## src/rtl/wb_regfile_port_ctrl_pkg.sv

```systemverilog
`default_nettype none
// ============================================================================
// Module      : wb_regfile_port_ctrl_pkg
// Description : Shared MIPS constants and the debug-dump FSM state encoding
//               used by the writeback / register-file port controller.
// Revision    : 1.0 - initial release
// ============================================================================
package wb_regfile_port_ctrl_pkg;

    // Architectural register count and the JAL link register
    localparam int          c_NUM_REGS = 32;
    localparam logic [4:0]  c_LINK_REG = 5'd31;

    // Debug-dump sequencer states
    typedef enum logic [2:0] {
        ST_IDLE    = 3'd0,
        ST_DRAIN   = 3'd1,
        ST_READ    = 3'd2,
        ST_PRESENT = 3'd3,
        ST_DONE    = 3'd4
    } dump_state_t;

endpackage : wb_regfile_port_ctrl_pkg
`default_nettype wire

```

## src/rtl/wb_regfile_port_ctrl_dest_select.sv

```systemverilog
`default_nettype none
// ============================================================================
// Module      : wb_dest_select
// Description : Writeback destination select. JAL redirects the write to the
//               link register; any write aimed at r0 is suppressed.
// Revision    : 1.0 - initial release
// ============================================================================
module wb_dest_select
    import wb_regfile_port_ctrl_pkg::*;
#(
    parameter int REGS = 5
) (
    input  logic            i_regwrite,
    input  logic            i_jal,
    input  logic [REGS-1:0] i_rd,
    output logic            o_we,
    output logic [REGS-1:0] o_waddr
);

    logic [REGS-1:0] w_addr;

    // JAL always targets the link register, which is never r0
    assign w_addr  = i_jal ? REGS'(c_LINK_REG) : i_rd;
    assign o_we    = i_regwrite && (w_addr != '0);
    assign o_waddr = w_addr;

endmodule : wb_dest_select
`default_nettype wire

```

## src/rtl/wb_regfile_port_ctrl.sv

```systemverilog
`default_nettype none
// ============================================================================
// Module      : wb_regfile_port_ctrl
// Description : Registered register-file write port for the writeback stage
//               plus a debug sequencer that freezes the pipeline, lets
//               in-flight writebacks retire, and streams all 32 registers
//               out over a valid/ready interface.
// Revision    : 1.0 - initial release
// ============================================================================
module wb_regfile_port_ctrl
    import wb_regfile_port_ctrl_pkg::*;
#(
    parameter int REGS         = 5,
    parameter int NB_DATA      = 32,
    parameter int DRAIN_CYCLES = 4
) (
    input  logic               i_clk,
    input  logic               i_reset,
    // writeback stage
    input  logic               i_wb_regwrite,
    input  logic               i_wb_jal,
    input  logic [REGS-1:0]    i_wb_rd,
    input  logic [NB_DATA-1:0] i_wb_data,
    // register-file write port
    output logic               o_rf_we,
    output logic [REGS-1:0]    o_rf_waddr,
    output logic [NB_DATA-1:0] o_rf_wdata,
    // register-file debug read port (combinational read)
    output logic [REGS-1:0]    o_rf_raddr,
    input  logic [NB_DATA-1:0] i_rf_rdata,
    // debug dump control and stream
    input  logic               i_dbg_req,
    input  logic               i_dbg_ready,
    output logic               o_dbg_valid,
    output logic [REGS-1:0]    o_dbg_addr,
    output logic [NB_DATA-1:0] o_dbg_data,
    output logic               o_stall,
    output logic               o_dbg_busy,
    output logic               o_dbg_done
);

    // A zero drain length still spends one cycle in DRAIN
    localparam int c_DRAIN_LAST = (DRAIN_CYCLES > 0) ? DRAIN_CYCLES - 1 : 0;
    localparam int c_DRAIN_W    = (c_DRAIN_LAST > 0) ? $clog2(c_DRAIN_LAST + 1) : 1;
    localparam logic [REGS-1:0] c_LAST_INDEX = REGS'(c_NUM_REGS - 1);

    logic                 w_dest_we;
    logic [REGS-1:0]      w_dest_waddr;
    logic                 w_fwd_hit;

    logic                 r_rf_we;
    logic [REGS-1:0]      r_rf_waddr;
    logic [NB_DATA-1:0]   r_rf_wdata;

    dump_state_t          r_state;
    logic [REGS-1:0]      r_index;
    logic [c_DRAIN_W-1:0] r_drain_cnt;
    logic [NB_DATA-1:0]   r_data;
    logic                 r_valid;
    logic                 r_stall;
    logic                 r_done;

    wb_dest_select #(
        .REGS       (REGS)
    ) u_dest_select (
        .i_regwrite (i_wb_regwrite),
        .i_jal      (i_wb_jal),
        .i_rd       (i_wb_rd),
        .o_we       (w_dest_we),
        .o_waddr    (w_dest_waddr)
    );

    // Register the write port; writebacks are honoured regardless of dump state
    always_ff @(posedge i_clk) begin
        if (i_reset) begin
            r_rf_we    <= 1'b0;
            r_rf_waddr <= '0;
            r_rf_wdata <= '0;
        end else begin
            r_rf_we    <= w_dest_we;
            r_rf_waddr <= w_dest_waddr;
            r_rf_wdata <= i_wb_data;
        end
    end

    // The register file has not yet absorbed a write presented this cycle
    assign w_fwd_hit = r_rf_we && (r_rf_waddr == r_index);

    // Dump sequencer: drain, then read/present each register in order
    always_ff @(posedge i_clk) begin
        if (i_reset) begin
            r_state     <= ST_IDLE;
            r_index     <= '0;
            r_drain_cnt <= '0;
            r_data      <= '0;
            r_valid     <= 1'b0;
            r_stall     <= 1'b0;
            r_done      <= 1'b0;
        end else begin
            unique case (r_state)
                ST_IDLE: begin
                    r_valid <= 1'b0;
                    r_done  <= 1'b0;
                    if (i_dbg_req) begin
                        r_state     <= ST_DRAIN;
                        r_drain_cnt <= '0;
                        r_index     <= '0;
                        r_stall     <= 1'b1;
                    end
                end
                ST_DRAIN: begin
                    if (r_drain_cnt == c_DRAIN_W'(c_DRAIN_LAST)) begin
                        r_state <= ST_READ;
                    end else begin
                        r_drain_cnt <= r_drain_cnt + 1'b1;
                    end
                end
                ST_READ: begin
                    r_data  <= w_fwd_hit ? r_rf_wdata : i_rf_rdata;
                    r_valid <= 1'b1;
                    r_state <= ST_PRESENT;
                end
                ST_PRESENT: begin
                    if (i_dbg_ready) begin
                        r_valid <= 1'b0;
                        if (r_index == c_LAST_INDEX) begin
                            r_state <= ST_DONE;
                            r_done  <= 1'b1;
                        end else begin
                            r_index <= r_index + 1'b1;
                            r_state <= ST_READ;
                        end
                    end
                end
                ST_DONE: begin
                    r_done  <= 1'b0;
                    r_stall <= 1'b0;
                    r_state <= ST_IDLE;
                end
                default: begin
                    r_state <= ST_IDLE;
                    r_valid <= 1'b0;
                    r_stall <= 1'b0;
                    r_done  <= 1'b0;
                end
            endcase
        end
    end

    assign o_rf_we     = r_rf_we;
    assign o_rf_waddr  = r_rf_waddr;
    assign o_rf_wdata  = r_rf_wdata;
    assign o_rf_raddr  = r_index;
    assign o_dbg_valid = r_valid;
    assign o_dbg_addr  = r_index;
    assign o_dbg_data  = r_data;
    assign o_stall     = r_stall;
    assign o_dbg_busy  = r_stall;
    assign o_dbg_done  = r_done;

endmodule : wb_regfile_port_ctrl
`default_nettype wire

```

## config.mk

```make
export PLATFORM = sky130hd
export DESIGN_NAME = wb_regfile_port_ctrl
export DESIGN_NICKNAME = d
export VERILOG_FILES = /design/src/rtl/wb_regfile_port_ctrl_pkg.sv /design/src/rtl/wb_regfile_port_ctrl_dest_select.sv /design/src/rtl/wb_regfile_port_ctrl.sv
export SDC_FILE = /design/constraint.sdc
export NUM_CORES = 1
export LEC_CHECK = 0
export ABC_CLOCK_PERIOD_IN_PS = 1900
export CAP_MARGIN = 20
export CORE_AREA = 2 2 99 101
export DETAILED_ROUTE_END_ITERATION = 8
export DIE_AREA = 0 0 101 103
export HOLD_SLACK_MARGIN = 0.06
export PLACE_DENSITY_LB_ADDON = 0.05
export SETUP_SLACK_MARGIN = 0.05
export SYNTH_ARGS = -nofsm -noshare
export SYNTH_HDL_FRONTEND = slang
export SYNTH_HIERARCHICAL = 1
export SYNTH_SLANG_ARGS = --single-unit
```

## constraint.sdc

```tcl
create_clock -name i_clk -period 1.9 [get_ports i_clk]
set_input_delay 0.38 -clock i_clk [delete_from_list [all_inputs] [get_ports i_clk]]
set_output_delay 0.38 -clock i_clk [all_outputs]
set_load 0.1 [all_outputs]
```

==> results_dict.tcl, run 1 <==
set metrics [dict create \
    grt_usage 0.187 \
    antenna_found_initial 0 \
    critPathMaxFanout 3 \
    finalCriticalPeriod_ps 1800 \
    place_area_sq_um 5070 \
    tritoncts "yes" \
    via_count 3270 \
    post-route-period-util 0.945 \
    routedWlPerCell_um 16.5 \
    skew_ps 8.28 \
    grt_overflow 0 \
    cap_violations 0 \
    leakage_nw 2.17 \
    fmax_ghz 0.557 \
    core_area_sq_um 9460 \
    power_mw 4.09 \
    syn2layout_area_growth_pct 56.5 \
    worstPathRequired_ps 2150 \
    ant_nets 0 \
    syn_inst 361 \
    grt_pass1_vias 2996 \
    clockRootBuffer "clkbuf_8" \
    hold_buffers 0 \
    dr.pass1.iters 4 \
    vdd_drop_max_v 0.000389 \
    whs_ps 474 \
    synth_cell_types 40 \
    drt-initial-drc-count 110 \
    rows 36 \
    drc_errors 0 \
    initial_utilization 0.360 \
    final_common_cell "buf_4" \
    io_pins 159 \
    cts_max_path_buffers 2 \
    ys_seq_area_frac 0.488 \
    port_buffers 158 \
    fin_area_sq_um 5330 \
    viasPerCell 5.21 \
    place_inst 610 \
    die_w_um 101 \
    final.setup.tns_ps 0 \
    hold_viol_final 0 \
    relSlewSlack 0.596 \
    hold_path_depth 2 \
    dpl.hpwl_um 6790 \
    p_per_area_nw_per_um2 767 \
    rsz0062_at_grt "yes" \
    die_area_sq_um 10400 \
    slew_viol_final 0 \
    cts_inserted_buffers 9 \
    status "finished clean" \
    mostFrequentLayoutCells "buf_4, clkdlybuf4s50_1, dfxtp_1" \
    cp.arrival_ps 2040 \
    drt-total-wl_um 10400 \
    cp-end-kind "flop" \
    clkSinkCount 83 \
    worstSetupPathType "flop to flop" \
    utilization 0.564 \
    syn_avg_cell_area_sq_um 9.44 \
    fin_cells 628 \
    nFillCells 881 \
    crit_path_start_kind "flop" \
    cts_max_level 3 \
    cts.reportedPaths.clkPinSlew_ps 80 \
    drive_gt1_frac 0.282 \
    place.gp.congestion 0.756 \
    clkLatencyLatePin_ps 350 \
    nets 587 \
    synth_area_sq_um 3410 \
    hp-class "flop to flop" \
    grt_max_degree 64 \
    synth.ff_latch_count 83 \
    setup_violations 0 \
    tightestPinTransition_ps 604 \
    diodes 0 \
    pre_cts_slack_ps -69.9 \
    reg2reg_depth 7 \
    ys_warn_count 6 \
    fin_ws_ps 104 \
    syn_nets 439 \
    final-seq-area_sq_um 1680 \
    die_height_um 103 \
    multi_input_area_sq_um 1590 \
    grt_pass1_wl_um 15100 \
]
[layer usage]
metal / GRT usage / share of wire
met1: 0.237 / 0.44
met2: 0.299 / 0.47
met3: 0.0631 / 0.083
met4: 0.0624 / 0.0091
met5: 0 / 0
[cell usage after synthesis (all sizes together)]
library cell	instances	share of area
or4	1	0.0022
nor2	11	0.014
o21ai	2	0.0029
nor2b	42	0.077
a21o	1	0.0022
a31oi	1	0.0018
or2	5	0.0092
inv	4	0.0044
nor3	3	0.0044
a31o	1	0.0026
nand4b	1	0.0026
a211oi	4	0.012
nor4	1	0.0018
and3	2	0.0037
buf	23	0.044
o21a	1	0.0022
mux2i	3	0.0088
ha	3	0.011
nand2b	1	0.0018
clkbuf	17	0.019
a22oi	1	0.0022
dfxtp	83	0.49
or3b	2	0.0059
xor2	1	0.0026
nand4	34	0.062
nand2	1	0.0011
a21oi	5	0.0084
a2111oi	1	0.0026
xnor2	7	0.018
and4	1	0.0026
a32oi	32	0.082
nand3	66	0.097
[report_power, final]
part | internal, mW | leakage [nW] | switching (mW)
Combinational | 0.289 | 1.37 | 0.576
Sequential | 1.79 | 0.685 | 0.0370
Clock | 0.778 | 0.111 | 0.617
Total | 2.86 | 2.17 | 1.23
[path summary, 6_finish.rpt]
check                      start        endpoint  slack (ps)
hold / removal    r_drain_cnt[1]  r_drain_cnt[1]         470
hold reg to reg   r_drain_cnt[1]  r_drain_cnt[1]         470
setup / recovery   o_dbg_addr[0]   o_dbg_addr[4]         100
setup reg to reg   o_dbg_addr[0]   o_dbg_addr[4]         100
[worst max-delay path, cell delays in order, from the launching register on]
cell and delay, ps:
dfxtp_4 360, ha_4 150, and3_4 180, ha_4 160, nand4b_1 310, a21oi_4 290, mux2i_1 200, nor2_1 60
[state kept, by name (all words and copies together) (netlist names)]
register	count
o_rf_we	1
o_rf_waddr	5
o_rf_wdata	32
r_state	3
o_dbg_data	32
o_dbg_valid	1
r_drain_cnt	2
o_dbg_busy	1
o_dbg_addr	5
o_dbg_done	1
[timing repair]
action,4_1_cts,5_1_grt
setup endpoints to repair,0,35
gates resized for setup,0,5
endpoints found under the hold margin,0,0
buffers inserted,0,1
[cell families after synthesis]
| logic type | share of synthesized area |
|---|---|
| compound gates | 0.119 |
| xor+xnor | 0.0206 |
| fa+ha+maj | 0.0110 |
| buf+inv | 0.0672 |
| flops | 0.488 |
| mux | 0.00881 |
| simple gates | 0.286 |
[final cells by class]
cell class	count	area share
repair buffers	176	0.317
flip-flops and latches	83	0.315
multi-input cells	235	0.297
clock buffers	12	0.0272
well taps	114	0.0267
clock inverters	4	0.0138
inverters	4	0.00282
Power figures use the tool's default switching activity.
==> run 2, diff against run 1 <==
--- a/config.mk
+++ b/config.mk
@@ -6,10 +6,11 @@
 export NUM_CORES = 1
 export LEC_CHECK = 0
 export ABC_CLOCK_PERIOD_IN_PS = 1900
-export CAP_MARGIN = 20
+export CAP_MARGIN = 0
 export CORE_AREA = 2 2 99 101
 export DETAILED_ROUTE_END_ITERATION = 8
 export DIE_AREA = 0 0 101 103
+export GPL_TIMING_DRIVEN = 0
 export HOLD_SLACK_MARGIN = 0.06
 export PLACE_DENSITY_LB_ADDON = 0.05
 export SETUP_SLACK_MARGIN = 0.05
==> results_dict.tcl, run 2 (synthesized netlist as in run 1, its figures left out) <==
set metrics [dict create \
    status "finished clean" \
    place.gp.congestion 0.768 \
    crit_path_start_kind "flop" \
    hold_viol_final 0 \
    clkSinkCount 83 \
    nFillCells 853 \
    cp.arrival_ps 1440 \
    viasPerCell 5.20 \
    slew_viol_final 0 \
    dr.pass1.iters 4 \
    core_area_sq_um 9460 \
    routedWlPerCell_um 16.4 \
    cap_violations 0 \
    mostFrequentLayoutCells "clkdlybuf4s15_2, clkdlybuf4s50_1, dfxtp_1" \
    grt_pass1_wl_um 16200 \
    cpPeakStageDelay_ps 550 \
    tritoncts "yes" \
    dpl.hpwl_um 7900 \
    cts_max_level 3 \
    fin_cells 652 \
    grt_max_degree 15 \
    nets 611 \
    fmax_ghz 0.551 \
    clockRootBuffer "clkbuf_8" \
    grt_pass1_vias 3207 \
    drive_gt1_frac 0.284 \
    rsz0062_at_grt "yes" \
    worstPathRequired_ps 1520 \
    diodes 0 \
    via_count 3389 \
    cts_max_path_buffers 2 \
    antenna_found_initial 0 \
    p_per_area_nw_per_um2 716 \
    pre_cts_slack_ps -279 \
    crit_chain "buf_4, clkdlybuf4s15_2" \
    drt-initial-drc-count 124 \
    initial_utilization 0.360 \
    die_height_um 103 \
    place_inst 633 \
    cts_inserted_buffers 9 \
    fin_area_sq_um 5520 \
    utilization 0.583 \
    clkLatencyLatePin_ps 360 \
    drc_errors 0 \
    cp-end-kind "output port" \
    die_area_sq_um 10400 \
    grt_overflow 0 \
    rows 36 \
    tightestPinTransition_ps 580 \
    port_buffers 158 \
    critPathMaxFanout 4 \
    ant_nets 0 \
    io_pins 159 \
    cpMaxStageDelayCell "clkdlybuf4s15_2" \
    place_area_sq_um 5170 \
    final.setup.tns_ps 0 \
    cts.reportedPaths.clkPinSlew_ps 90 \
    skew_ps 12.9 \
    final_common_cell "clkdlybuf4s15_2" \
    syn2layout_area_growth_pct 61.9 \
    power_mw 3.95 \
    relSlewSlack 0.615 \
    worstSetupPathType "flop to output port" \
    hp-class "flop to flop" \
    drt-total-wl_um 10700 \
    grt_usage 0.201 \
    setup_violations 0 \
    post-route-period-util 0.956 \
    fin_ws_ps 83.9 \
    vdd_drop_max_v 0.000330 \
    die_w_um 101 \
    finalCriticalPeriod_ps 1820 \
    whs_ps 464 \
    leakage_nw 2.07 \
]
## run 2: routing by layer
layer  wire, um  GRT usage  up-vias
met5          0          0        -
met1       4770      0.263     1565
met3        915     0.0576       10
li1           -          -     1682
met4        136     0.0717        0
met2       4900      0.318      132
## run 2: layout make-up
class	count	area [sq um]	area share
plain buffers	39	216	0.0392
clock buffers	12	176	0.0320
clock inverters	4	31.3	0.00567
inverters	4	15.0	0.00272
multi-input cells	234	1550	0.281
flip-flops and latches	83	1680	0.305
well taps	114	143	0.0259
repair buffers	162	1700	0.309
## run 2: final timing paths
check,startpoint,to,slack [ps],cells past startpoint
worst max-delay path,o_dbg_addr[0],o_dbg_addr[0],80,2
worst min-delay path,r_drain_cnt[1],r_drain_cnt[1],460,2
worst max register to register,o_dbg_addr[0],o_dbg_addr[1],90,7
worst min register to register,r_drain_cnt[1],r_drain_cnt[1],460,2
## run 2: critical path: cells and delay by family (launching register included)
family | cells | cell delay, ps
flops | 1 | 390
buf+inv | 2 | 680
## run 2: what timing repair did
item | CTS | global route
setup buffers | 0 | 4
hold buffers | 0 | 0
pin swaps | 0 | 4
setup endpoints to repair | 84 | 52
hold endpoints to repair | 0 | 0
gates resized for setup | 252 | 14
## run 2: power by group
group	leakage, nW	internal [mW]	total, mW	switching (mW)
clock network	0.0960	0.628	1.29	0.657
registers	0.684	1.79	1.82	0.0337
logic	1.29	0.274	0.843	0.569
total	2.07	2.69	3.95	1.26
